--- src/rtl/dcache_coherent_if.sv ---
// Bundle of processor-side, memory-side and coherence signals for one cache.
interface dcache_coherent_if;
    // Processor side
    logic        dmemREN;
    logic        dmemWEN;
    logic [31:0] dmemaddr;
    logic [31:0] dmemstore;
    logic [31:0] dmemload;
    logic        dhit;
    // Memory controller side
    logic        dREN;
    logic        dWEN;
    logic [31:0] daddr;
    logic [31:0] dstore;
    logic        cctrans;
    logic        ccwrite;
    logic [31:0] dload;
    logic        dwait;
    // Coherence snoop side
    logic        ccwait;
    logic        ccinv;
    logic [31:0] ccsnoopaddr;

    // Cache end of the bundle
    modport slave (
        input  dmemREN, dmemWEN, dmemaddr, dmemstore,
        output dmemload, dhit,
        output dREN, dWEN, daddr, dstore, cctrans, ccwrite,
        input  dload, dwait,
        input  ccwait, ccinv, ccsnoopaddr
    );

    // Processor / memory controller end of the bundle
    modport master (
        output dmemREN, dmemWEN, dmemaddr, dmemstore,
        input  dmemload, dhit,
        input  dREN, dWEN, daddr, dstore, cctrans, ccwrite,
        output dload, dwait,
        output ccwait, ccinv, ccsnoopaddr
    );
endinterface

--- src/rtl/dcache_coherent.sv ---
// Direct-mapped one-word-per-frame write-back data cache with MSI snooping.
module dcache_coherent #(
    parameter int unsigned SETS  = 16,
    parameter int unsigned CPUID = 0
) (
    input  logic              CLK,
    input  logic              nRST,
    dcache_coherent_if.slave  bus
);
    localparam int unsigned IDX_W = $clog2(SETS);
    localparam int unsigned TAG_W = 32 - 2 - IDX_W;

    typedef enum logic [1:0] {ST_I = 2'd0, ST_S = 2'd1, ST_M = 2'd2} msi_e;
    typedef enum logic [1:0] {M_IDLE = 2'd0, M_WB = 2'd1, M_FETCH = 2'd2, M_DONE = 2'd3} main_e;
    typedef enum logic [1:0] {SN_IDLE = 2'd0, SN_WB = 2'd1, SN_DONE = 2'd2} snoop_e;

    // Frame storage
    logic [TAG_W-1:0] tag_q  [SETS];
    logic [31:0]      data_q [SETS];
    msi_e             st_q   [SETS];

    main_e  main_q, main_d;
    snoop_e sn_q, sn_d;
    msi_e   cap_q, cap_d;    // victim state observed when the miss was launched

    logic [IDX_W-1:0] req_idx, sn_idx;
    logic [TAG_W-1:0] req_tag, sn_tag;
    msi_e             cur_st, sn_st;
    logic             req_c, tag_hit_c, hit_c, abort_c, sn_match_c;

    logic             m_upd_c, m_inv_c, s_set_c;
    msi_e             s_st_c;

    logic             dren_c, dwen_c, cctrans_c, ccwrite_c;
    logic [31:0]      daddr_c, dstore_c;

    logic             unused_c;
    assign unused_c = ^32'(CPUID);

    // Address decode and frame lookup for the processor and snoop ports
    assign req_idx    = bus.dmemaddr[2 +: IDX_W];
    assign req_tag    = bus.dmemaddr[31 -: TAG_W];
    assign sn_idx     = bus.ccsnoopaddr[2 +: IDX_W];
    assign sn_tag     = bus.ccsnoopaddr[31 -: TAG_W];
    assign cur_st     = st_q[req_idx];
    assign sn_st      = st_q[sn_idx];
    assign tag_hit_c  = (tag_q[req_idx] == req_tag);
    assign sn_match_c = (sn_st != ST_I) && (tag_q[sn_idx] == sn_tag);
    assign req_c      = bus.dmemREN | bus.dmemWEN;

    // Hit only when the main FSM is not on the bus and no snoop is active
    assign hit_c = ((main_q == M_IDLE) || (main_q == M_DONE)) && !bus.ccwait && tag_hit_c &&
                   (bus.dmemWEN ? (cur_st == ST_M) : (bus.dmemREN && (cur_st != ST_I)));

    // A snoop changed the frame under an outstanding miss
    assign abort_c = (cur_st != cap_q);

    // Main and snoop FSM state registers
    always_ff @(posedge CLK or negedge nRST) begin
        if (!nRST) begin
            main_q <= M_IDLE;
            sn_q   <= SN_IDLE;
            cap_q  <= ST_I;
        end else begin
            main_q <= main_d;
            sn_q   <= sn_d;
            cap_q  <= cap_d;
        end
    end

    // Main FSM next state; frozen while a snoop owns the bus
    always_comb begin
        main_d = main_q;
        cap_d  = cap_q;
        if (!bus.ccwait) begin
            case (main_q)
                M_IDLE: begin
                    if (req_c && !hit_c) begin
                        cap_d  = cur_st;
                        main_d = (cur_st == ST_M) ? M_WB : M_FETCH;
                    end
                end
                M_WB: begin
                    if (abort_c) begin
                        main_d = M_IDLE;
                    end else if (!bus.dwait) begin
                        main_d = M_FETCH;
                        cap_d  = ST_I;
                    end
                end
                M_FETCH: begin
                    if (abort_c) begin
                        main_d = M_IDLE;
                    end else if (!bus.dwait) begin
                        main_d = M_DONE;
                    end
                end
                default: main_d = M_IDLE;
            endcase
        end
    end

    // Snoop FSM next state
    always_comb begin
        sn_d = sn_q;
        case (sn_q)
            SN_IDLE: begin
                if (bus.ccwait) begin
                    sn_d = (sn_match_c && (sn_st == ST_M)) ? SN_WB : SN_DONE;
                end
            end
            SN_WB: begin
                if (!bus.dwait) begin
                    sn_d = SN_DONE;
                end
            end
            SN_DONE: begin
                if (!bus.ccwait) begin
                    sn_d = SN_IDLE;
                end
            end
            default: sn_d = SN_IDLE;
        endcase
    end

    // Snoop outputs: frame state changes on invalidate or completed writeback
    always_comb begin
        s_set_c = 1'b0;
        s_st_c  = ST_I;
        case (sn_q)
            SN_IDLE: begin
                if (bus.ccwait && bus.ccinv && sn_match_c && (sn_st == ST_S)) begin
                    s_set_c = 1'b1;
                    s_st_c  = ST_I;
                end
            end
            SN_WB: begin
                if (!bus.dwait) begin
                    s_set_c = 1'b1;
                    s_st_c  = bus.ccinv ? ST_I : ST_S;
                end
            end
            default: ;
        endcase
    end

    // Main outputs and bus mux; a snoop overrides every main request
    always_comb begin
        dren_c    = 1'b0;
        dwen_c    = 1'b0;
        cctrans_c = 1'b0;
        ccwrite_c = 1'b0;
        daddr_c   = 32'd0;
        dstore_c  = 32'd0;
        m_upd_c   = 1'b0;
        m_inv_c   = 1'b0;
        if (bus.ccwait) begin
            if (sn_q == SN_WB) begin
                dwen_c   = 1'b1;
                daddr_c  = bus.ccsnoopaddr;
                dstore_c = data_q[sn_idx];
            end
        end else begin
            case (main_q)
                M_WB: begin
                    if (!abort_c) begin
                        dwen_c   = 1'b1;
                        daddr_c  = {tag_q[req_idx], req_idx, 2'b00};
                        dstore_c = data_q[req_idx];
                        m_inv_c  = !bus.dwait;
                    end
                end
                M_FETCH: begin
                    if (!abort_c) begin
                        dren_c    = 1'b1;
                        cctrans_c = 1'b1;
                        ccwrite_c = bus.dmemWEN;
                        daddr_c   = bus.dmemaddr;
                        m_upd_c   = !bus.dwait;
                    end
                end
                default: ;
            endcase
            if (hit_c && bus.dmemWEN) begin
                m_upd_c = 1'b1;
            end
        end
    end

    assign bus.dREN     = dren_c;
    assign bus.dWEN     = dwen_c;
    assign bus.cctrans  = cctrans_c;
    assign bus.ccwrite  = ccwrite_c;
    assign bus.daddr    = daddr_c;
    assign bus.dstore   = dstore_c;
    assign bus.dhit     = hit_c;
    assign bus.dmemload = hit_c ? data_q[req_idx] : 32'd0;

    // Frame array update; snoop state change applied last
    always_ff @(posedge CLK or negedge nRST) begin
        if (!nRST) begin
            for (int i = 0; i < int'(SETS); i++) begin
                tag_q[i]  <= '0;
                data_q[i] <= 32'd0;
                st_q[i]   <= ST_I;
            end
        end else begin
            if (m_upd_c) begin
                tag_q[req_idx]  <= req_tag;
                data_q[req_idx] <= bus.dmemWEN ? bus.dmemstore : bus.dload;
                st_q[req_idx]   <= bus.dmemWEN ? ST_M : ST_S;
            end
            if (m_inv_c) begin
                st_q[req_idx] <= ST_I;
            end
            if (s_set_c) begin
                st_q[sn_idx] <= s_st_c;
            end
        end
    end
endmodule

--- src/flat_wrapper.sv ---
// flat-port wrapper written by rule: the top's interface ports become plain ports
module dcache_coherent_flat 
#(
    parameter int unsigned SETS  = 16,
    parameter int unsigned CPUID = 0
)
  (CLK, nRST, bus_dmemREN, bus_dmemWEN, bus_dmemaddr, bus_dmemstore, bus_dmemload, bus_dhit, bus_dREN, bus_dWEN, bus_daddr, bus_dstore, bus_cctrans, bus_ccwrite, bus_dload, bus_dwait, bus_ccwait, bus_ccinv, bus_ccsnoopaddr);
  dcache_coherent_if bus_i ();
  input  logic CLK;
  input  logic nRST;
  input wire logic [$bits(bus_i.dmemREN)-1:0] bus_dmemREN;
  input wire logic [$bits(bus_i.dmemWEN)-1:0] bus_dmemWEN;
  input wire logic [$bits(bus_i.dmemaddr)-1:0] bus_dmemaddr;
  input wire logic [$bits(bus_i.dmemstore)-1:0] bus_dmemstore;
  output wire logic [$bits(bus_i.dmemload)-1:0] bus_dmemload;
  output wire logic [$bits(bus_i.dhit)-1:0] bus_dhit;
  output wire logic [$bits(bus_i.dREN)-1:0] bus_dREN;
  output wire logic [$bits(bus_i.dWEN)-1:0] bus_dWEN;
  output wire logic [$bits(bus_i.daddr)-1:0] bus_daddr;
  output wire logic [$bits(bus_i.dstore)-1:0] bus_dstore;
  output wire logic [$bits(bus_i.cctrans)-1:0] bus_cctrans;
  output wire logic [$bits(bus_i.ccwrite)-1:0] bus_ccwrite;
  input wire logic [$bits(bus_i.dload)-1:0] bus_dload;
  input wire logic [$bits(bus_i.dwait)-1:0] bus_dwait;
  input wire logic [$bits(bus_i.ccwait)-1:0] bus_ccwait;
  input wire logic [$bits(bus_i.ccinv)-1:0] bus_ccinv;
  input wire logic [$bits(bus_i.ccsnoopaddr)-1:0] bus_ccsnoopaddr;
  assign bus_i.dmemREN = bus_dmemREN;
  assign bus_i.dmemWEN = bus_dmemWEN;
  assign bus_i.dmemaddr = bus_dmemaddr;
  assign bus_i.dmemstore = bus_dmemstore;
  assign bus_dmemload = bus_i.dmemload;
  assign bus_dhit = bus_i.dhit;
  assign bus_dREN = bus_i.dREN;
  assign bus_dWEN = bus_i.dWEN;
  assign bus_daddr = bus_i.daddr;
  assign bus_dstore = bus_i.dstore;
  assign bus_cctrans = bus_i.cctrans;
  assign bus_ccwrite = bus_i.ccwrite;
  assign bus_i.dload = bus_dload;
  assign bus_i.dwait = bus_dwait;
  assign bus_i.ccwait = bus_ccwait;
  assign bus_i.ccinv = bus_ccinv;
  assign bus_i.ccsnoopaddr = bus_ccsnoopaddr;
  dcache_coherent #(.SETS(SETS), .CPUID(CPUID)) u_core (.CLK(CLK), .nRST(nRST), .bus(bus_i));
endmodule
--- config.mk ---
export PLATFORM = sky130hd
export DESIGN_NAME = dcache_coherent_flat
export DESIGN_NICKNAME = d
export VERILOG_FILES = /design/src/rtl/dcache_coherent_if.sv /design/src/rtl/dcache_coherent.sv /design/src/flat_wrapper.sv
export SDC_FILE = /design/constraint.sdc
export NUM_CORES = 2
export LEC_CHECK = 0
export CELL_PAD_IN_SITES_DETAIL_PLACEMENT = 1
export CELL_PAD_IN_SITES_GLOBAL_PLACEMENT = 2
export CORE_MARGIN = 3
export CORE_UTILIZATION = 45
export DETAILED_ROUTE_END_ITERATION = 7
export DONT_BUFFER_PORTS = 1
export MAX_ROUTING_LAYER = met4
export PLACE_DENSITY_LB_ADDON = 0.05
export SYNTH_ARGS = -nofsm -noshare
export SYNTH_HDL_FRONTEND = slang
export SYNTH_SLANG_ARGS = --single-unit
--- constraint.sdc ---
create_clock -name CLK -period 6.4 [get_ports CLK]
set_clock_uncertainty 0.15 [all_clocks]
set_input_delay 0.96 -clock CLK [delete_from_list [all_inputs] [get_ports CLK]]
set_output_delay 0.96 -clock CLK [all_outputs]
set_load 0.1 [all_outputs]
# After elaboration in Yosys (flattened, before gate mapping)

Index checks and enable logic that the tools add are counted.

Register bits after elaboration: 966
Bits in latches: 0
RAM bits: 0
Memory bits (read-only): 0
Bits of input ports: 135
Output and inout bits: 101
Word-level logic and storage cells: 187
Memories: 0

$add $sub $neg: 0
$mul: 0
Div/mod/pow operators: 0
$lt $le $gt $ge: 4
Eq/ne operators: 19
Shift-type cells: 0
Multiplexer cells: 82
Bitwise logic cells: 6
Reductions and logical operators: 25

Operators by type and width:

| cell                                                                          | count |
|---|---|
| 32-bit 2-to-1 mux                                                             | 18 |
| 512-bit bitwise mux                                                           | 1 |
| 416-bit bitwise mux                                                           | 1 |
| 32-bit binary-select mux with 4-bit select                                    | 2 |
| 26-bit binary-select mux with 4-bit select                                    | 2 |
| 26-bit 2-to-1 mux                                                             | 5 |
| 32-bit demux with 4-bit select                                                | 1 |
| 26-bit demux with 4-bit select                                                | 1 |
| 32-bit bitwise mux                                                            | 2 |
| 32-bit case mux with 2 select lines                                           | 1 |
| 26-bit equality test                                                          | 2 |
| 2-bit 2-to-1 mux                                                              | 21 |
| 32-bit AND                                                                    | 1 |
| 32-bit inverter                                                               | 1 |
| 1-bit 2-to-1 mux                                                              | 19 |
| 2-bit binary-select mux with 4-bit select                                     | 2 |
| 2-bit demux with 4-bit select                                                 | 2 |
| 1-bit logical AND                                                             | 13 |
| 2-bit inequality test (second input constant)                                 | 6 |
| 2-bit case mux with 3 select lines                                            | 2 |
| 2-bit equality test (second input constant)                                   | 5 |
| 5-bit greater-or-equal comparator (second input constant)                     | 2 |
| 5-bit by 1-bit less-than comparator with 1-bit output (second input constant) | 2 |
| 4-bit inverter with 5-bit output                                              | 2 |
| other kinds (14)                                                              | 22 |

# Depth between registers and ports, before layout

Depth in word-level cells: 16
Depth in mapped cells: 18
Gate-level depth less buffers: 10

# Worst setup path before layout

Ideal clock, no wire load.

Path kind: input-to-output
From: in bus_dmemaddr[3]
To: out bus_daddr[8]
Data arrival time: 5.792 ns
Data required time: 5.290 ns
Slack: -0.502 ns
Cell stages on the path: 16
Path buffers: 6
Cell sequence: buf_6 -> buf_6 -> buf_4 -> buf_4 -> mux4_2 -> a22oi_1 -> nand2_1 -> xor2_1 -> nor2_1 -> nand2_1 -> nor2_1 -> and2_1 -> clkbuf_1 -> clkbuf_1 -> nand2_1 -> o211ai_1

Cells in the longest elaborated chain, start to end: 8
Elaborated cells between the ends (all ways): 12
Classes of those cells: eq/ne (1); mux (10); bitwise (1)

RTL lines:

| item                                                     | line                                           | RTL |
|---|---|---|
| start: declaration                                       | flat_wrapper.sv:13                             | `input wire logic [$bits(bus_i.dmemaddr)-1:0] bus_dmemaddr;` |
| 4-bit inverter with 5-bit output (not written as such) * | dcache_coherent.sv:45, dcache_coherent.sv:168  |  |
| 2-bit binary-select mux with 4-bit select                | dcache_coherent.sv:45                          | `assign cur_st = st_q[req_idx];` |
| 2-bit 2-to-1 mux (not written as such) (2 in a row)      | dcache_coherent.sv:45                          |  |
| 2-bit inequality test                                    | dcache_coherent.sv:56                          | `assign abort_c = (cur_st != cap_q);` |
| 32-bit 2-to-1 mux (on tied branches)                     | dcache_coherent.sv:174, dcache_coherent.sv:166 |  |
| 32-bit case mux with 2 select lines *                    | dcache_coherent.sv:164                         | `case (main_q)` |
| 32-bit 2-to-1 mux *                                      | dcache_coherent.sv:157                         | `if (bus.ccwait) begin` |
| end: declaration                                         | flat_wrapper.sv:19                             | `output wire logic [$bits(bus_i.daddr)-1:0] bus_daddr;` |

Mark *: on every way between the ends. The rest lies on a longest branch, timed or not. The select of a mux whose other input is x is not followed.

# Worst setup path in the final report

From: in bus_dmemaddr[2]
To: out bus_dmemload[0]

Cells in the longest elaborated chain, start to end: 9
Elaborated cells between the ends (all ways): 18
Classes of those cells: eq/ne (2); mux (11); bitwise (1); reduce/logical (4)

RTL lines:

| item                                                                               | line                                                                 | RTL |
|---|---|---|
| 4-bit inverter with 5-bit output (not written as such) *                           | dcache_coherent.sv:45, dcache_coherent.sv:47, dcache_coherent.sv:197 |  |
| branches (longest 7 deep; another with 26-bit binary-select mux with 4-bit select) | -                                                                    |  |
| 32-bit 2-to-1 mux *                                                                | dcache_coherent.sv:197                                               | `assign bus.dmemload = hit_c ? data_q[req_idx] : 32'd0;` |
| end: declaration                                                                   | flat_wrapper.sv:15                                                   | `output wire logic [$bits(bus_i.dmemload)-1:0] bus_dmemload;` |

Mark *: on every way between the ends. The select of a mux whose other input is x is not followed.

==> results.txt <==
The run finished, with violations left. The final reports fail on slew limit. Total die area: 128,000 um^2. The chip height was 357 um; the area fraction of the dominant cell type after synthesis was 0.435.

The routed design could run at a clock period as short as 6.19 ns. The number of antenna violations at the first check in global routing was 4; the slack of the worst reg-to-reg path was 1.32 ns. Setup violations remaining at the end of the flow were counted as 0. In the layout the commonest cells are 966 x sky130_fd_sc_hd__dfrtp_1, 775 x sky130_fd_sc_hd__mux2_2, 492 x sky130_fd_sc_hd__mux4_2. The number of cells on the worst reg-to-reg path is 12. The worst min-delay path endpoint was u_core.sn_q[0]. The root buffer cell chosen for the clock tree is sky130_fd_sc_hd__clkbuf_16. During I/O placement, the number of pins put on the boundary was 236. After clock tree synthesis, the repair step resized 0 gates. The run gives 110,000 um as the post-detailed-placement half-perimeter wirelength.

Setup total negative slack on the finished layout was measured at 0 ns. In this run the power density over the cells is 361 nW/um^2. Across the run, the number of max-cap violations was 0. After the last flow step, the layout net total stands at 3,757. The category of the worst setup path launch point is a primary input.

Port buffering added 0 buffers. The post-synthesis instance area came out at 55,500 um^2. The library cell used most frequently in the layout, excluding fill and tap cells, is sky130_fd_sc_hd__dfrtp_1. Post-CTS timing repair inserted 0 buffers for setup. The first-pass GRT wire length is 277,000 um. The synthesized flop and latch total is 966, and the number of clock buffers inserted by TritonCTS is 112. The first detailed-routing pass took 8 iterations. The sequential area share after synthesis was 0.435; the count of cell types in the netlist was 78. Relative to the synthesized area, the layout overhead comes to 11.1%. The leading register cell type out of synthesis was sky130_fd_sc_hd__dfrtp_1. The hold violation count in the final report came out at 0. The insertion delay to the later sink of the worst-skew pair is 0.74 ns.

For the count of routing violations after the opening detailed-route iteration, the log shows 2,666. For the sum of routed wire length over all layers, the log shows 187,000 um. In this run the most critical hold path is launched from bus_dwait.

At the end of routability-driven placement, the weighted congestion stood at 0.883. The number of synthesized flops with an enable pin came out at 0. The via count of the first global-routing pass was 38,933; the residual DRC count was 0. After clock tree synthesis, the clock-pin slew on the worst setup and hold paths is 0.06 ns. The number of nets in the synthesized netlist is 3,845. Data on the critical path is required at its endpoint by 5.29 ns.

The largest total area in the synthesized netlist belongs to sky130_fd_sc_hd__dfrtp_1. The fraction of final layout cells sized beyond drive strength 1 was 0.506. The worst hold path stage count works out to 2. Static power due to leakage: 0.0272 uW. The routed length per placed instance was 35.1 um. Dividing the detail-routed via count by the number of cells gives 6.56. Worst min-delay path class: primary input to flip-flop. The tools report the final non-filler cell total as 5,343. The final standard cell utilization of the core is 0.505, and the slew at the pin closest to its max-slew limit is 1.55 ns.

Count of pins over their slew limit: 88. Worst setup path category: primary input to primary output. The initial core utilization is 0.454, and the largest net degree at the start of global routing is 967. Buffer depth of the longest clock path: 3. The share of the cycle needed by the critical path after routing was 0.968; the number of H-tree levels was 3. Setup repair after global routing left no endpoint under its margin.

VDD sags by at most 0.000245 V. The achievable clock frequency came out at 161 MHz. After filler insertion, the fill cell instance count of the layout stands at 11,491.

The headroom to the max-slew limit was -0.0347; the largest fanout of any net on the critical path was 203. The proportion of register bits with asynchronous set or reset after synthesis was 1.00. The number of cells produced by synthesis is 3,706, and the count of yosys warnings during synthesis is 0. The count of nets left with antenna violations once routing finished came out at 0. The area of the multi-input gates was 29,100 um^2; the placed instance count was 5,125.

The endpoint identified for the worst register-to-register timing path is u_core.data_q[194]. STA puts the critical path data arrival time at 5.08 ns. Yosys attributes the largest share of cell area to sky130_fd_sc_hd__dfrtp_1 44%, sky130_fd_sc_hd__mux4_2 20%, sky130_fd_sc_hd__mux2_2 16%.

The global-route usage over all layers was 0.304; the standard cell core area was 122,000 um^2. Summing all flip-flop and latch instances after layout gives 24,200 um^2. The clock drives 966 sinks. The type of destination of the critical path is a primary output.

The floorplan has 128 rows. Summing over every cut layer, the via total after detailed routing is 35,076. The startpoint identified for the worst register-to-register timing path is u_core.tag_q[327]. Overall die width: 357 um.

For this run the aggregate overflow at the end of global routing stands at 0. The average size of a mapped cell works out to 15.0 um^2. TritonCTS built the clock tree.
[layout make-up]
cell class,count,share of cell area
clock inverter,47,0.00870
antenna,2,0.0000812
tap,1625,0.0330
sequential,966,0.392
inverter,29,0.00181
multi-input combinational,2320,0.472
clock buffer,165,0.0539
timing repair buffer,189,0.0383
[how the worst max path moves through the flow]
stage	to	cells past startpoint	start	slack, ns
CTS	bus_daddr[10]	12	bus_dmemaddr[2]	0.62
finish	bus_dmemload[0]	11	bus_dmemaddr[2]	0.21
detailed placement	u_core.tag_q[120]	12	bus_dmemaddr[2]	0.57
global placement	u_core.tag_q[116]	12	bus_dmemaddr[2]	0.52
global route	bus_dmemload[2]	11	bus_dmemaddr[2]	0.33
floorplan	bus_daddr[8]	16	bus_dmemaddr[3]	0.005
[flip-flops by register name, summed over array words and instances, names as in the netlist]
signal,count
u_core.sn_q,2
u_core.tag_q,416
u_core.main_q,2
u_core.data_q,512
u_core.cap_q,2
u_core.st_q,32
[report_power, final]
part | total, uW | switching (uW) | internal [uW]
registers | 9380 | 1440 | 7940
clock network | 6730 | 2760 | 3960
logic | 6160 | 2510 | 3650
[critical path: stages]
cell	delay, ns
sky130_fd_sc_hd__inv_2	0.74
sky130_fd_sc_hd__buf_4	0.41
sky130_fd_sc_hd__mux2i_1	0.29
sky130_fd_sc_hd__o22ai_1	0.21
sky130_fd_sc_hd__a2111oi_0	0.51
sky130_fd_sc_hd__a31oi_1	0.19
sky130_fd_sc_hd__o22ai_1	0.24
sky130_fd_sc_hd__nand4_1	0.31
sky130_fd_sc_hd__buf_12	0.32
sky130_fd_sc_hd__nor2b_2	0.17
sky130_fd_sc_hd__buf_4	0.30
[Yosys cell counts (9+ instances only)]
cell                       instances
sky130_fd_sc_hd__nand2_1          85
sky130_fd_sc_hd__buf_4            61
sky130_fd_sc_hd__o21ai_0          18
sky130_fd_sc_hd__a22o_1           54
sky130_fd_sc_hd__buf_12           16
sky130_fd_sc_hd__dfrtp_1         966
sky130_fd_sc_hd__a222oi_1         13
sky130_fd_sc_hd__a21oi_1          25
sky130_fd_sc_hd__o22ai_1          23
sky130_fd_sc_hd__buf_6            31
sky130_fd_sc_hd__a21boi_0         13
sky130_fd_sc_hd__nor2_1           57
sky130_fd_sc_hd__inv_1            27
sky130_fd_sc_hd__nor2b_1          47
sky130_fd_sc_hd__a32oi_1          14
sky130_fd_sc_hd__buf_1            46
sky130_fd_sc_hd__nand4_1          11
sky130_fd_sc_hd__mux2i_1         149
sky130_fd_sc_hd__and2_1           29
sky130_fd_sc_hd__a21o_1           12
sky130_fd_sc_hd__nand2b_1          9
sky130_fd_sc_hd__clkbuf_1        168
sky130_fd_sc_hd__buf_2            69
sky130_fd_sc_hd__mux2_4          160
sky130_fd_sc_hd__mux2_1           60
sky130_fd_sc_hd__a22oi_1          33
sky130_fd_sc_hd__mux4_2          492
sky130_fd_sc_hd__xnor2_1          38
sky130_fd_sc_hd__a31o_2           11
sky130_fd_sc_hd__xor2_1           32
sky130_fd_sc_hd__a221oi_1         19
sky130_fd_sc_hd__mux2_2          775
sky130_fd_sc_hd__nor3_1           12
sky130_fd_sc_hd__a221o_1          12
sky130_fd_sc_hd__nand3_1          24
[through the flow]
| step | worst slack (ns) | area (um^2) | total power (uW) | hold slack (ns) |
|---|---|---|---|---|
| 2_1_floorplan | 0.00493 | 55500 | 13800 | 0.272 |
| 3_3_place_gp | 0.522 | 57700 | 15000 | 0.286 |
| 3_5_place_dp | 0.572 | 57700 | 15400 | 0.303 |
| 4_1_cts | 0.622 | 61500 | 22300 | -0.228 |
| 5_1_grt | 0.332 | 61700 | 23300 | 0.174 |
| 6_report | 0.206 | 61700 | 22300 | 0.208 |
[cell families (layout without fill, tap and decap cells)]
| group | after synthesis | after routing | synth area share |
|---|---|---|---|
| xor gates and xnor gates | 70 | 70 | 0.0110 |
| AOI/OAI and AO/OA | 302 | 302 | 0.0426 |
| muxes | 1636 | 1636 | 0.439 |
| buffers and inverters | 420 | 430 | 0.0430 |
| adders and majority gates | 4 | 4 | 0.000902 |
| other | 0 | 2 | 0 |
| and+or+nand+nor | 308 | 308 | 0.0280 |
| DFF | 966 | 966 | 0.435 |
[layer usage]
metal / GRT usage / up-vias / routed length, um / share of wire
met2: 0.501 / 1002 / 94000 / 0.50
met3: 0.0395 / 349 / 8230 / 0.044
li1: - / 14162 / - / -
met4: 0.0969 / 0 / 6500 / 0.035
met1: 0.393 / 19563 / 78600 / 0.42
met5: - / - / 0 / 0
(Power assumes the default switching activity.)
